--- config.mk ---
export PLATFORM = sky130hd
export DESIGN_NAME = instr_encoder
export DESIGN_NICKNAME = d
export VERILOG_FILES = /design/src/rtl/instr_encoder.sv
export SDC_FILE = /design/constraint.sdc
export NUM_CORES = 1
export LEC_CHECK = 0
export CAP_MARGIN = 25
export CORE_MARGIN = 3
export CORE_UTILIZATION = 40
export CTS_BUF_LIST = sky130_fd_sc_hd__clkbuf_2 sky130_fd_sc_hd__clkbuf_4 sky130_fd_sc_hd__clkbuf_8
export CTS_CLUSTER_SIZE = 20
export DETAILED_ROUTE_END_ITERATION = 8
export GPL_TIMING_DRIVEN = 1
export HOLD_SLACK_MARGIN = 0.1
export PLACE_DENSITY_LB_ADDON = 0.12
export SYNTH_ARGS = -nofsm -noshare
export SYNTH_HDL_FRONTEND = slang
export SYNTH_SLANG_ARGS = --single-unit
export TNS_END_PERCENT = 100
--- constraint.sdc ---
create_clock -name clk -period 1.9 [get_ports clk]
set_clock_uncertainty 0.1 [all_clocks]
set_input_delay 0.38 -clock clk [delete_from_list [all_inputs] [get_ports clk]]
set_output_delay 0.38 -clock clk [all_outputs]
set_load 0.02 [all_outputs]
--- src/rtl/instr_encoder.sv ---
// Streams instruction fields into 32-bit MIPS words and writes them into imem in order,
// appending a "j self" halt word after the last instruction of a program.
module instr_encoder #(
  parameter int          ADDR_W    = 6,
  parameter int unsigned BASE_WORD = 0
) (
  input  logic              clk,
  input  logic              rst_n,
  input  logic              clear,
  input  logic              in_valid,
  output logic              in_ready,
  input  logic [2:0]        in_class,
  input  logic              in_last,
  input  logic [4:0]        in_rs,
  input  logic [4:0]        in_rt,
  input  logic [4:0]        in_rd,
  input  logic [5:0]        in_funct,
  input  logic [15:0]       in_imm,
  input  logic [25:0]       in_target,
  output logic              imem_we,
  output logic [ADDR_W-1:0] imem_addr,
  output logic [31:0]       imem_wd,
  output logic [ADDR_W:0]   count,
  output logic              done,
  output logic              err,
  output logic              ovf
);

  localparam logic [ADDR_W:0] LP_ONE   = (ADDR_W+1)'(1);
  localparam logic [ADDR_W:0] LP_DEPTH = LP_ONE << ADDR_W;

  localparam logic [2:0] C_RTYPE = 3'd0;
  localparam logic [2:0] C_LW    = 3'd1;
  localparam logic [2:0] C_SW    = 3'd2;
  localparam logic [2:0] C_BEQ   = 3'd3;
  localparam logic [2:0] C_ADDI  = 3'd4;
  localparam logic [2:0] C_J     = 3'd5;

  typedef enum logic [1:0] {S_RUN, S_HALT, S_FULL, S_DONE} state_t;

  function automatic logic [31:0] encode(
    input logic [2:0]  cls,
    input logic [4:0]  rs,
    input logic [4:0]  rt,
    input logic [4:0]  rd,
    input logic [5:0]  funct,
    input logic [15:0] imm,
    input logic [25:0] target
  );
    logic [31:0] w;
    w = '0;
    case (cls)
      C_RTYPE: w = {6'b000000, rs, rt, rd, 5'b00000, funct};
      C_LW:    w = {6'b100011, rs, rt, imm};
      C_SW:    w = {6'b101011, rs, rt, imm};
      C_BEQ:   w = {6'b000100, rs, rt, imm};
      C_ADDI:  w = {6'b001000, rs, rt, imm};
      C_J:     w = {6'b000010, target};
      default: w = '0;
    endcase
    return w;
  endfunction

  state_t            r_state, w_state_nxt;
  logic              r_we, w_we_nxt;
  logic [ADDR_W-1:0] r_addr, w_addr_nxt;
  logic [31:0]       r_wd, w_wd_nxt;
  logic [ADDR_W:0]   r_count, w_count_nxt;
  logic              r_err, w_err_nxt;
  logic              r_ovf, w_ovf_nxt;

  logic              w_accept;
  logic              w_legal;
  logic [ADDR_W:0]   w_count_inc;
  logic [25:0]       w_halt_tgt;

  assign in_ready    = (r_state == S_RUN) & ~clear;
  assign w_accept    = in_valid & in_ready;
  assign w_legal     = (in_class <= C_J);
  assign w_count_inc = r_count + LP_ONE;
  // Halt loop jumps to its own absolute word address.
  assign w_halt_tgt  = 26'(BASE_WORD) + 26'(r_count);

  always_comb begin
    w_state_nxt = r_state;
    w_we_nxt    = 1'b0;
    w_addr_nxt  = r_addr;
    w_wd_nxt    = r_wd;
    w_count_nxt = r_count;
    w_err_nxt   = r_err;
    w_ovf_nxt   = r_ovf;
    if (clear) begin
      w_state_nxt = S_RUN;
      w_count_nxt = '0;
      w_err_nxt   = 1'b0;
      w_ovf_nxt   = 1'b0;
    end else begin
      case (r_state)
        S_RUN: begin
          if (w_accept) begin
            if (w_legal) begin
              w_we_nxt    = 1'b1;
              w_addr_nxt  = r_count[ADDR_W-1:0];
              w_wd_nxt    = encode(in_class, in_rs, in_rt, in_rd, in_funct, in_imm, in_target);
              w_count_nxt = w_count_inc;
            end else begin
              w_err_nxt = 1'b1;
            end
            // An illegal last instruction still closes the program with a halt.
            if (in_last) begin
              w_state_nxt = S_HALT;
            end else if (w_legal && (w_count_inc == LP_DEPTH)) begin
              w_state_nxt = S_FULL;
            end
          end
        end
        S_HALT: begin
          if (r_count < LP_DEPTH) begin
            w_we_nxt    = 1'b1;
            w_addr_nxt  = r_count[ADDR_W-1:0];
            w_wd_nxt    = {6'b000010, w_halt_tgt};
            w_count_nxt = w_count_inc;
          end else begin
            w_ovf_nxt = 1'b1;
          end
          w_state_nxt = S_DONE;
        end
        default: ;
      endcase
    end
  end

  always_ff @(posedge clk or negedge rst_n) begin
    if (!rst_n) begin
      r_state <= S_RUN;
    end else begin
      r_state <= w_state_nxt;
    end
  end

  always_ff @(posedge clk or negedge rst_n) begin
    if (!rst_n) begin
      r_we    <= 1'b0;
      r_addr  <= '0;
      r_wd    <= '0;
      r_count <= '0;
      r_err   <= 1'b0;
      r_ovf   <= 1'b0;
    end else begin
      r_we    <= w_we_nxt;
      r_addr  <= w_addr_nxt;
      r_wd    <= w_wd_nxt;
      r_count <= w_count_nxt;
      r_err   <= w_err_nxt;
      r_ovf   <= w_ovf_nxt;
    end
  end

  assign imem_we   = r_we;
  assign imem_addr = r_addr;
  assign imem_wd   = r_wd;
  assign count     = r_count;
  assign done      = (r_state == S_DONE);
  assign err       = r_err;
  assign ovf       = r_ovf;

endmodule

==> metrics.md, run 1 <==
| Metric | Value |
|---|---|
| CTS max path bufs | `2` |
| Clock insertion delay at the later pin of the skew report | `0.30 ns` |
| Layout fillers | `536` |
| Busiest grt layer | `met2` |
| Layout cells sized above 1 | `19.56%` |
| Initial antenna violation count | `0` |
| Comb power frac | `36.9%` |
| Total CTS buffers | `5` |
| Routability cong. | `0.8072` |
| Routed Antenna Nets | `0` |
| First-pass GRT wire length | `13790 um` |
| Unique cell type count in the Yosys netlist | `41` |
| CP Data Arrival Time | `1.38 ns` |
| Status | `finished clean` |
| Mean Syn Cell Area | `10.41 um2` |
| Flop pwr share | `41.7%` |
| Drt wl/cell | `18.40 um` |
| DR iter-0 viols | `128` |
| Power per standard cell area | `664.6 mW/mm2` |
| Via count | `2854` |
| Peak supply drop | `0.3342 mV` |
| Initial core utilization | `42.57%` |
| Sink Count | `48` |
| H-tree depth | `2` |
| Pwr Total | `0.002946 W` |
| Seq/Total Area, Yosys | `43.20%` |
| Die area | `0.007987 mm2` |
| Tot GR Track Use | `22.23%` |
| TritonRoute pass-1 iters | `4` |
| Fin. max-slew vios | `0` |
| Final cell utilization of the core | `67.87%` |
| Leakage power | `1.937 nW` |
| Cells after Synth | `267` |
| Crit path kind | `primary input to primary output` |
| P&R area growth vs syn | `59.45%` |
| Die width | `89.37 um` |
| Slew margin rel. | `60.80%` |
| Core ar. | `0.006531 mm2` |
| Syn. warnings | `0` |
| Number of synthesized register bits | `48` |
| Clk pwr share | `21.4%` |
| Max frequency | `536.7 MHz` |
| Grt met3 use | `5.991%` |
| Final Hold Vio Count | `0` |
| Post-route minimum period | `1.863 ns` |
| Final Routed Wirelength | `8942 um` |
| GRT met1 Usage | `30.49%` |
| CTS tree | `done` |
| Internal power | `0.002017 W` |
| RSZ-0062 raised after global routing | `false` |
| Data required time of the critical path | `1.42 ns` |
| IO Pins | `121` |
| Multi-input gate area | `0.001459 mm2` |
| Reported max-cap violation count | `0` |
| Vias in the first global route | `2714` |
| Vias per cell | `5.872` |
| Sw Share | `31.54%` |
| Largest net degree at the start of global routing | `30` |
| FP Rows | `29` |
| Final period utilization | `98.06%` |
| Startpoint types | `primary input` |
| Clk pin slew, worst setup/hold paths | `0.10 ns` |
| Worst hold-check path type | `primary input to register` |
| Grt ovf | `0` |
| Synth Net Count | `340` |
| Layout Nets | `481` |
| Final setup fails | `0` |
| N_diodes | `0` |
| Hpwl dp | `6651 um` |
| Worst-Margin Slew | `0.5880 ns` |
| Crit path capture type | `primary output` |
| Root buf cell | `clkbuf_8` |
| Sw Pwr | `0.0009294 W` |
| FF/Latch Area | `0.001202 mm2` |
| Die extent in y | `89.37 um` |
| GR Util met2 | `35.16%` |
| Residual DRC | `0` |
| Area of the mapped netlist | `0.002780 mm2` |
| CP Max Fanout | `2` |
| PortBufs | `119` |
-- logic make-up after synthesis --
logic type / synth area share [%]
AOI/OAI and AO/OA: 31.50
xor gates and xnor gates: 0.6302
adders and majority gates: 0.8999
buffers and inverters: 5.355
DFF: 43.20
muxes: 8.101
other: 0.1349
and+or+nand+nor: 10.17
-- cell usage in the layout (no fill, tap or decap), types with 3 or more instances in the layout --
master / n
clkdlybuf4s50_1: 109
dfrtp_1: 47
buf_4: 36
o2bb2ai_1: 21
a22oi_1: 21
a22o_1: 20
mux2_2: 19
a21oi_1: 13
o21ai_0: 12
nor2b_1: 9
inv_1: 6
nand2_1: 6
and3b_1: 6
a221o_1: 6
nor2_1: 5
a222oi_1: 5
clkbuf_8: 5
o31ai_1: 4
or4_1: 4
and2_1: 3
or3_1: 3
dlygate4sd2_1: 3
buf_6: 3
-- power groups by stage --
stage	Clock (W)	Sequential [W]	Combinational [W]
after CTS	0.000642	0.00123	0.00109
after global placement	0	0.00125	0.00104
after global routing	0.000684	0.00124	0.00116
final	0.000629	0.00123	0.00109
after detailed placement	0	0.00124	0.00107
after floorplan	0	0.00139	0.000342
-- path summary, 6_finish.rpt --
check,slack [ns],cells after the start,endpoint,start
max,0.04,3,in_ready,clear
min in group asynchronous,0.50,2,imem_wd[17]$_DFFE_PN0P_,rst_n
max reg2reg,0.05,4,imem_wd[3]$_DFFE_PN0P_,r_state[0]$_DFFE_PN0P_
max in group asynchronous,0.65,3,imem_wd[27]$_DFFE_PN0P_,rst_n
min,0.33,3,r_state[0]$_DFFE_PN0P_,in_valid
min reg2reg,0.40,1,imem_wd[10]$_DFFE_PN0P_,imem_wd[10]$_DFFE_PN0P_
-- cells in the mapped netlist (all sizes together) --
master / number / area (um2)
a211o: 2 / 17.52
a21bo: 1 / 10.01
a21o: 1 / 7.510
a21oi: 13 / 65.06
a221o: 6 / 60.06
a222oi: 5 / 50.05
a22o: 20 / 175.2
a22oi: 21 / 157.7
a31oi: 2 / 12.51
a32o: 1 / 10.01
a41oi: 1 / 8.760
and2: 3 / 18.77
and3: 2 / 12.51
and3b: 6 / 52.55
buf: 7 / 47.54
clkbuf: 21 / 78.83
conb: 1 / 3.750
dfrtp: 48 / 1201
ha: 2 / 25.02
inv: 6 / 22.52
mux2: 20 / 225.2
nand2: 6 / 22.52
nand3: 2 / 10.01
nand4: 1 / 6.260
nor2: 6 / 22.52
nor2b: 9 / 56.30
nor3: 2 / 10.01
nor4: 1 / 6.260
o21ai: 12 / 60.06
o2bb2ai: 21 / 183.9
o31ai: 4 / 30.03
o32a: 1 / 10.01
o32ai: 1 / 8.760
o41ai: 1 / 8.760
or3: 4 / 25.02
or4: 4 / 30.03
or4b: 1 / 10.01
xor2: 2 / 17.52
-- state kept, by name, summed over array words and instances (netlist names) --
signal	cells
count	7
err	1
imem_addr	6
imem_wd	30
imem_we	1
ovf	1
r_state	2
-- layout make-up --
type                       instances  share of cell area, %
timing repair buffer             162                  35.20
multi-input combinational        185                  32.91
sequential                        48                  27.12
tap                               77                  2.173
clock buffer                       6                  1.722
inverter                           6                 0.5080
clock inverter                     2                 0.3669
-- repair_timing --
item	in CTS	in global routing
gates cloned	1	0
pin swaps	8	1
setup endpoints to repair	48	19
endpoints found under the hold margin	23	0
resized for setup	20	7
setup buffers	1	1
hold buffers	1	0
-- worst max-delay path: stages --
cell and delay (ns):
clkdlybuf4s50_1 0.46, nor3_2 0.25, clkdlybuf4s15_2 0.29
-- through the flow --
step / cell area [um2] / instances / setup WS, ns / TNS, ns / hold slack [ns]
after global placement: 4250 / 474 / -0.6451 / -24.66 / 0.2999
after CTS: 4400 / 485 / 0.001926 / 0 / 0.3045
after floorplan: 2796 / 267 / -0.07990 / -0.7318 / -0.01559
after detailed placement: 4250 / 474 / -0.7007 / -26.70 / 0.3134
final: 4433 / 486 / 0.03678 / 0 / 0.3297
after global routing: 4433 / 486 / 0.005330 / 0 / 0.3650
-- per-layer routing --
metal	share of wire (%)	vias to the layer above
met2	49	114
li1	-	1333
met3	7.0	7
met4	0.66	0
met5	0	-
met1	43	1400
(Power assumes the default switching activity.)
==> run 2: changes to the inputs <==
--- a/config.mk
+++ b/config.mk
@@ -9,7 +9,6 @@
 export CORE_MARGIN = 3
 export CORE_UTILIZATION = 40
 export CTS_BUF_LIST = sky130_fd_sc_hd__clkbuf_2 sky130_fd_sc_hd__clkbuf_4 sky130_fd_sc_hd__clkbuf_8
-export CTS_CLUSTER_SIZE = 20
 export DETAILED_ROUTE_END_ITERATION = 8
 export GPL_TIMING_DRIVEN = 1
 export HOLD_SLACK_MARGIN = 0.1
==> results of run 2 <==
No change in the layout: final DEF, timing and power equal those of run 1.
